<file path="src/rtl/axi_read_responder.sv">
// AXI read terminator: turns each AR burst into single-beat read requests
// and returns every beat on R with ID, USER, RESP and LAST.
//
// Ports:
//   clk_i, rst_ni                      clock, async active-low reset
//   ar_*                               AR channel (valid/ready, burst fields)
//   rd_req_valid_o/addr_o/ready_i      one read request per beat
//   rd_rsp_valid_i/data_i/err_i/ready_o  read response for that beat
//   r_*                                R channel (valid/ready, data/resp/last/id/user)
module axi_read_responder #(
    parameter int ID_WIDTH   = 4,
    parameter int ADDR_WIDTH = 32,
    parameter int DATA_WIDTH = 32,
    parameter int USER_WIDTH = 1
) (
    input  logic                  clk_i,
    input  logic                  rst_ni,
    input  logic                  ar_valid_i,
    input  logic [ADDR_WIDTH-1:0] ar_addr_i,
    input  logic [7:0]            ar_len_i,
    input  logic [2:0]            ar_size_i,
    input  logic [1:0]            ar_burst_i,
    input  logic [ID_WIDTH-1:0]   ar_id_i,
    input  logic [USER_WIDTH-1:0] ar_user_i,
    output logic                  ar_ready_o,
    output logic                  rd_req_valid_o,
    output logic [ADDR_WIDTH-1:0] rd_req_addr_o,
    input  logic                  rd_req_ready_i,
    input  logic                  rd_rsp_valid_i,
    input  logic [DATA_WIDTH-1:0] rd_rsp_data_i,
    input  logic                  rd_rsp_err_i,
    output logic                  rd_rsp_ready_o,
    output logic                  r_valid_o,
    output logic [DATA_WIDTH-1:0] r_data_o,
    output logic [1:0]            r_resp_o,
    output logic                  r_last_o,
    output logic [ID_WIDTH-1:0]   r_id_o,
    output logic [USER_WIDTH-1:0] r_user_o,
    input  logic                  r_ready_i
);

    localparam int MAX_SIZE = $clog2(DATA_WIDTH / 8);

    typedef enum logic [2:0] {
        IDLE,
        REQ,
        RSP,
        SEND,
        ERR
    } state_t;

    state_t                state_q, state_d;
    logic [ADDR_WIDTH-1:0] addr_q, addr_d;
    logic [7:0]            len_q, len_d;
    logic [2:0]            size_q, size_d;
    logic [1:0]            burst_q, burst_d;
    logic [ID_WIDTH-1:0]   id_q, id_d;
    logic [USER_WIDTH-1:0] user_q, user_d;
    logic [7:0]            cnt_q, cnt_d;
    logic [DATA_WIDTH-1:0] data_q, data_d;
    logic [1:0]            resp_q, resp_d;

    logic ar_ready_q, ar_ready_d;
    logic req_valid_q, req_valid_d;
    logic rsp_ready_q, rsp_ready_d;
    logic r_valid_q, r_valid_d;
    logic r_last_q, r_last_d;

    logic                  size_ok;
    logic                  wrap_ok;
    logic                  legal;
    logic [ADDR_WIDTH-1:0] bytes;
    logic [ADDR_WIDTH-1:0] wmask;
    logic [ADDR_WIDTH-1:0] next_addr;

    always_comb begin
        size_ok = int'(ar_size_i) <= MAX_SIZE;
        wrap_ok = (ar_len_i == 8'd1) || (ar_len_i == 8'd3) ||
                  (ar_len_i == 8'd7) || (ar_len_i == 8'd15);
        legal   = (ar_burst_i != 2'b11) && size_ok &&
                  ((ar_burst_i != 2'b10) || wrap_ok);
    end

    // Wrap window is (len+1)*bytes, always a power of two for legal bursts.
    always_comb begin
        bytes = ADDR_WIDTH'(1) << size_q;
        wmask = ((ADDR_WIDTH'(len_q) + ADDR_WIDTH'(1)) << size_q)
                - ADDR_WIDTH'(1);
        unique case (burst_q)
            2'b00:   next_addr = addr_q;
            2'b10:   next_addr = (addr_q & ~wmask) |
                                 ((addr_q + bytes) & wmask);
            default: next_addr = (addr_q & ~(bytes - ADDR_WIDTH'(1)))
                                 + bytes;
        endcase
    end

    always_comb begin
        state_d = state_q;
        addr_d  = addr_q;
        len_d   = len_q;
        size_d  = size_q;
        burst_d = burst_q;
        id_d    = id_q;
        user_d  = user_q;
        cnt_d   = cnt_q;
        data_d  = data_q;
        resp_d  = resp_q;

        unique case (state_q)
            IDLE: begin
                if (ar_valid_i && ar_ready_q) begin
                    addr_d  = ar_addr_i;
                    len_d   = ar_len_i;
                    size_d  = ar_size_i;
                    burst_d = ar_burst_i;
                    id_d    = ar_id_i;
                    user_d  = ar_user_i;
                    cnt_d   = 8'd0;
                    data_d  = '0;
                    resp_d  = legal ? 2'b00 : 2'b10;
                    state_d = legal ? REQ : ERR;
                end
            end
            REQ: begin
                if (req_valid_q && rd_req_ready_i) begin
                    state_d = RSP;
                end
            end
            RSP: begin
                // rsp_ready_q rises one cycle after entry, so a response
                // coincident with the request handshake is never taken.
                if (rd_rsp_valid_i && rsp_ready_q) begin
                    data_d  = rd_rsp_data_i;
                    resp_d  = rd_rsp_err_i ? 2'b10 : 2'b00;
                    state_d = SEND;
                end
            end
            SEND: begin
                if (r_valid_q && r_ready_i) begin
                    if (cnt_q == len_q) begin
                        state_d = IDLE;
                    end else begin
                        addr_d  = next_addr;
                        cnt_d   = cnt_q + 8'd1;
                        state_d = REQ;
                    end
                end
            end
            ERR: begin
                if (r_valid_q && r_ready_i) begin
                    if (cnt_q == len_q) begin
                        state_d = IDLE;
                    end else begin
                        cnt_d = cnt_q + 8'd1;
                    end
                end
            end
            default: state_d = IDLE;
        endcase

        ar_ready_d  = (state_d == IDLE);
        req_valid_d = (state_d == REQ);
        rsp_ready_d = (state_q == RSP) && (state_d == RSP);
        r_valid_d   = (state_d == SEND) || (state_d == ERR);
        r_last_d    = r_valid_d && (cnt_d == len_d);
    end

    always_ff @(posedge clk_i or negedge rst_ni) begin
        if (!rst_ni) begin
            state_q     <= IDLE;
            addr_q      <= '0;
            len_q       <= '0;
            size_q      <= '0;
            burst_q     <= '0;
            id_q        <= '0;
            user_q      <= '0;
            cnt_q       <= '0;
            data_q      <= '0;
            resp_q      <= '0;
            ar_ready_q  <= 1'b1;
            req_valid_q <= 1'b0;
            rsp_ready_q <= 1'b0;
            r_valid_q   <= 1'b0;
            r_last_q    <= 1'b0;
        end else begin
            state_q     <= state_d;
            addr_q      <= addr_d;
            len_q       <= len_d;
            size_q      <= size_d;
            burst_q     <= burst_d;
            id_q        <= id_d;
            user_q      <= user_d;
            cnt_q       <= cnt_d;
            data_q      <= data_d;
            resp_q      <= resp_d;
            ar_ready_q  <= ar_ready_d;
            req_valid_q <= req_valid_d;
            rsp_ready_q <= rsp_ready_d;
            r_valid_q   <= r_valid_d;
            r_last_q    <= r_last_d;
        end
    end

    assign ar_ready_o     = ar_ready_q;
    assign rd_req_valid_o = req_valid_q;
    assign rd_req_addr_o  = addr_q;
    assign rd_rsp_ready_o = rsp_ready_q;
    assign r_valid_o      = r_valid_q;
    assign r_data_o       = data_q;
    assign r_resp_o       = resp_q;
    assign r_last_o       = r_last_q;
    assign r_id_o         = id_q;
    assign r_user_o       = user_q;

endmodule

</file>
<file path="config.mk">
export PLATFORM = sky130hd
export DESIGN_NAME = axi_read_responder
export DESIGN_NICKNAME = d
export VERILOG_FILES = /design/src/rtl/axi_read_responder.sv
export SDC_FILE = /design/constraint.sdc
export NUM_CORES = 1
export LEC_CHECK = 0
export CORE_MARGIN = 2
export CORE_UTILIZATION = 38
export DETAILED_ROUTE_END_ITERATION = 16
export DONT_BUFFER_PORTS = 1
export GPL_TIMING_DRIVEN = 0
export SLEW_MARGIN = 25
export SYNTH_ARGS = -nofsm -noshare
export SYNTH_HDL_FRONTEND = slang
export SYNTH_SLANG_ARGS = --single-unit
export TNS_END_PERCENT = 20
</file>
<file path="constraint.sdc">
create_clock -name clk_i -period 5.1 [get_ports clk_i]
set_clock_uncertainty 0.05 [all_clocks]
set_input_delay 0.765 -clock clk_i [delete_from_list [all_inputs] [get_ports clk_i]]
set_output_delay 0.765 -clock clk_i [all_outputs]
set_load 0.01 [all_outputs]
</file>
Word level (Yosys, flattened, before mapping)
Cells that the tools add are included.

Register bits after elaboration: 100. Output and inout bits: 76.

Muxes and demuxes: 28. Reduce and logical (&&, ||, !) cells: 22. Shift operators: 2. Add/sub/neg operators: 6. Order comparisons: 1. Eq/ne operators: 22. Bitwise logic cells: 6.

Operator list (number): $pmux 32 s2 (3); $mux 32 (5); $and 32x32->32 (3); $add 32x32->32 (2); $not 32->32 (2); $sub 32x1->32 const B (2); $mux 8 (5); $or 32x32->32 (1); $shl 1x3->32 const A (1); $shl 9x3->32 (1); $mux 3 (7); $eq 8x8->1 (2); $pmux 8 s2 (1); $pmux 3 s5 (1); $ne 2x2->1 const B (7); $eq 3x2->1 const B (4); $add 8x1->9 const B (1); $add 8x1->8 const B (1); $eq 8x1->1 const B (1); $eq 8x2->1 const B (1); $eq 8x3->1 const B (1); $eq 8x4->1 const B (1); $logic_and 1x1->1 (8); $mux 2 (4); 14 further kinds (22).

Depth between registers and ports, before layout
Word-level depth: 12. Mapped depth: 19. Gate-level depth less buffers: 16.

Worst setup path before layout
Ideal clock, no wire load.

Path kind: reg-to-reg. Start point: register size_q[0]. End point: register with a tool-made name. Stages on the path, launching flop included: 18. Buffers on the path: 5. Arrival: 3566 ps. Slack: 1362 ps. Library setup time: 122 ps. Required time: 4928 ps. Cells stage by stage: dfrtp_1 -> buf_2 -> buf_2 -> buf_1 -> buf_2 -> nand2_1 -> ha_1 -> clkbuf_1 -> nor2b_1 -> a32o_1 -> a31o_2 -> a41o_1 -> a21oi_1 -> nor2_1 -> xor2_1 -> a21oi_1 -> o41ai_1 -> a32o_1.

RTL lines: from (decl) (RTL line 55) `logic [2:0] size_q, size_d;`; from (signal assigned) (RTL line 190) `size_q <= size_d;`.

==> impl_metrics.json <==
{
  "max_cap_violations": 0,
  "final_max_slew_viol_count": 0,
  "area_growth_syn_to_layout_pct": 8.39,
  "drtIter0Drc": 666,
  "post_cts_resized": 0,
  "synth_area_leaders": "sky130_fd_sc_hd__dfrtp_1 (31%), sky130_fd_sc_hd__nand2_1 (8.1%), sky130_fd_sc_hd__o21ai_0 (6.6%)",
  "crit_type": "flop to flop",
  "die_height_um": 149,
  "crit_path_end_kind": "flop",
  "synth.ff_latch_count": 99,
  "tritoncts": "built",
  "max_slew.worst_pin.slew_ns": 0.879,
  "achievable-frequency_ghz": 0.212,
  "initial_utilization_pct": 39.0,
  "setup_viol": 0,
  "final_antenna_net_count": 0,
  "synth_sequential_area_ratio_pct": 31.1,
  "synth_top_area_share_pct": 30.8,
  "cp_common_cell": "sky130_fd_sc_hd__buf_2",
  "cts_buffer_depth": 2,
  "worst_hold_path_type": "input port to async pin",
  "timing.critical_path.max_delay_family": "compound AO/OA/AOI/OAI gates",
  "drive_gt1_share_pct": 7.77,
  "post_synth_inst_count": 1013,
  "r2r_slack_ns": 0.38,
  "cts_hold_repair.buffers": 0,
  "floorplan.rows": 52,
  "dp_hpwl_mm": 19.9,
  "worst_flop_to_flop_path_startpoint": "size_q[0]",
  "grt_max_degree": 100,
  "standby_leakage_power_uw": 0.00339,
  "cts_made_buffers": 9,
  "synth_ff_type": "sky130_fd_sc_hd__dfrtp_1",
  "timing.final.crit_period_ns": 4.72,
  "worstPathMaxFanout": 10,
  "outcome": "completed",
  "clk-insertion-delay-late_ns": 0.37,
  "globalplace.congestion": 0.945,
  "critPathRequiredTime_ns": 5.30,
  "design.die.area_um2": 22100,
  "asyncSetResetFlopFracSynth_pct": 100,
  "timing.max_slew.rel_slack_pct": 41.4,
  "antenna_cells_inserted": 0,
  "report.final.hold_viol_count": 0,
  "detailedRoute.firstPassIterationCount": 5,
  "core-area_um2": 20400,
  "crit_buf_inv": 5,
  "grt_first_pass_wirelength_mm": 42.0,
  "layout.cell_area.non_filler_um2": 8630,
  "tns_ns": 0,
  "wl_mm": 26.6,
  "max-vdd-ir-drop_mv": 0.258,
  "sink_count_of_the_clock_tree": 99,
  "grtUsageTotal_pct": 24.0,
  "layout_worst_path_cycle_share_pct": 92.5,
  "synth.avg_cell_area_um2": 7.86,
  "finish.net_count": 1133,
  "worstSetupStartpointType": "flop",
  "pwr_density_cell_nw_per_um2": 600,
  "critical_path_cell_count": 17,
  "area_of_the_mapped_netlist_um2": 7960,
  "number_of_global_route_vias_before_repair": 7558,
  "clockRootBuffer": "sky130_fd_sc_hd__clkbuf_16",
  "synth_enable_flop_cells": 0,
  "cpPeakStageDelay_ns": 0.69,
  "drc_errors": 0,
  "htreeDepth": 3,
  "synthesis.nets": 1121,
  "ff2ff_path_depth": 17,
  "horizontal_die_dimension_um": 149,
  "grt_overflow": 0,
  "post_drt_via_cell_ratio": 6.03,
  "grt_setup_unrepaired": "no",
  "vias": 7845,
  "layout.cells.most_common_list": "sky130_fd_sc_hd__nand2_1 (172), sky130_fd_sc_hd__o21ai_0 (105), sky130_fd_sc_hd__dfrtp_1 (98)",
  "post_cts_setup_buffer_count": 0,
  "clk_pin_slew_ns": 0.09,
  "placement.cell_area_um2": 8320,
  "ys.warnings.count": 0,
  "yosysUniqueCellTypes": 87,
  "crit_slowest_cell": "sky130_fd_sc_hd__a21oi_1",
  "top_level_ports": 165,
  "numPortBuffers": 0,
  "timing.critical_path.cells": "buf_2 -> buf_2 -> buf_1 -> buf_2 -> nand2_1 -> ha_1 -> clkbuf_1 -> nor2b_1 -> a32o_1 -> a31o_2 -> a41o_1 -> a21oi_1 -> nor2_1 -> xor2_1 -> a21oi_1 -> o41ai_1 -> a32o_1",
  "initial_antenna_violation_count": 0,
  "final_core_utilization_pct": 42.3,
  "post-synth-top-area-cell": "sky130_fd_sc_hd__dfrtp_1",
  "post-layout-total-power_uw": 5180,
  "wl_per_cell_um": 20.4,
  "mostFrequentLayoutCell": "sky130_fd_sc_hd__nand2_1",
  "timing.critical_path.arrival_ns": 4.92
}
==> per-stage QoR <==
stage	cells	hold slack [ns]	setup slack, ns
detailed placement	1284	0.427	0.453
floorplan	1013	0.419	1.36
CTS	1300	0.0318	0.436
finish	1300	0.0369	0.380
global route	1300	0.0320	0.0740
global placement	1283	0.427	0.441
==> worst max-delay path by stage <==
stage | start | endpoint | slack [ns]
2_1_floorplan | size_q[0] | flop | 1.36
3_3_place_gp | size_q[0] | flop | 0.44
3_5_place_dp | size_q[0] | flop | 0.45
4_1_cts | size_q[0] | flop | 0.44
5_1_grt | size_q[0] | flop | 0.07
6_report | size_q[0] | flop | 0.38
==> cells in the mapped netlist, drive strengths merged, types with 3 or more instances <==
master   count
nand2      173
o21ai      111
dfrtp       98
nor2        75
xnor2       47
clkbuf      45
a21oi       37
nand3       37
xor2        32
inv         23
nor3        23
mux2        20
nand4       20
buf         19
ha          18
o211ai      16
and3        14
nand2b      12
o31ai       12
and2        11
nor4        11
a22o        10
a31oi       10
o21a        10
nor2b        9
a211oi       7
a221oi       7
a22oi        7
and4         7
a21o         6
o221ai       6
nor3b        5
or2          5
a41o         4
nand3b       4
nor4b        4
o2111ai      4
a21boi       3
a32oi        3
a41oi        3
mux2i        3
o22ai        3
o311ai       3
==> power breakdown <==
part           internal [uW]  total, uW  switching, uW
combinational           1120       3030           1900
sequential              1000       1410            402
clock                    356        747            391
total                   2480       5180           2700
==> layout make-up <==
type / count / area, um2
inverter: 24 / 90.1
tap: 270 / 338
sequential: 99 / 2480
clock buffer: 9 / 225
multi-input combinational: 826 / 5120
buffer: 64 / 278
fill: 2092 / 11800
clock inverter: 7 / 91.3
timing repair buffer: 1 / 7.51
==> routing by layer <==
| metal | vias to the layer above | track usage, % | part of all wire, % |
|---|---|---|---|
| met1 | 3723 | 33.0 | 43 |
| met4 | 0 | 7.71 | 2.1 |
| met2 | 399 | 37.6 | 45 |
| met5 | - | 0 | 0 |
| li1 | 3685 | - | - |
| met3 | 38 | 5.26 | 9.1 |
==> logic make-up after synthesis <==
family          after synthesis  synth area share [%]
mux                          23                  3.21
buf+inv                      88                  4.62
other cells                   1                0.0471
simple gates                419                  25.7
fa+ha+maj                    19                  3.08
compound gates              285                  23.5
flops                        99                  31.1
xor+xnor                     79                  8.69
Note: power is estimated with default switching activity, not from simulation.
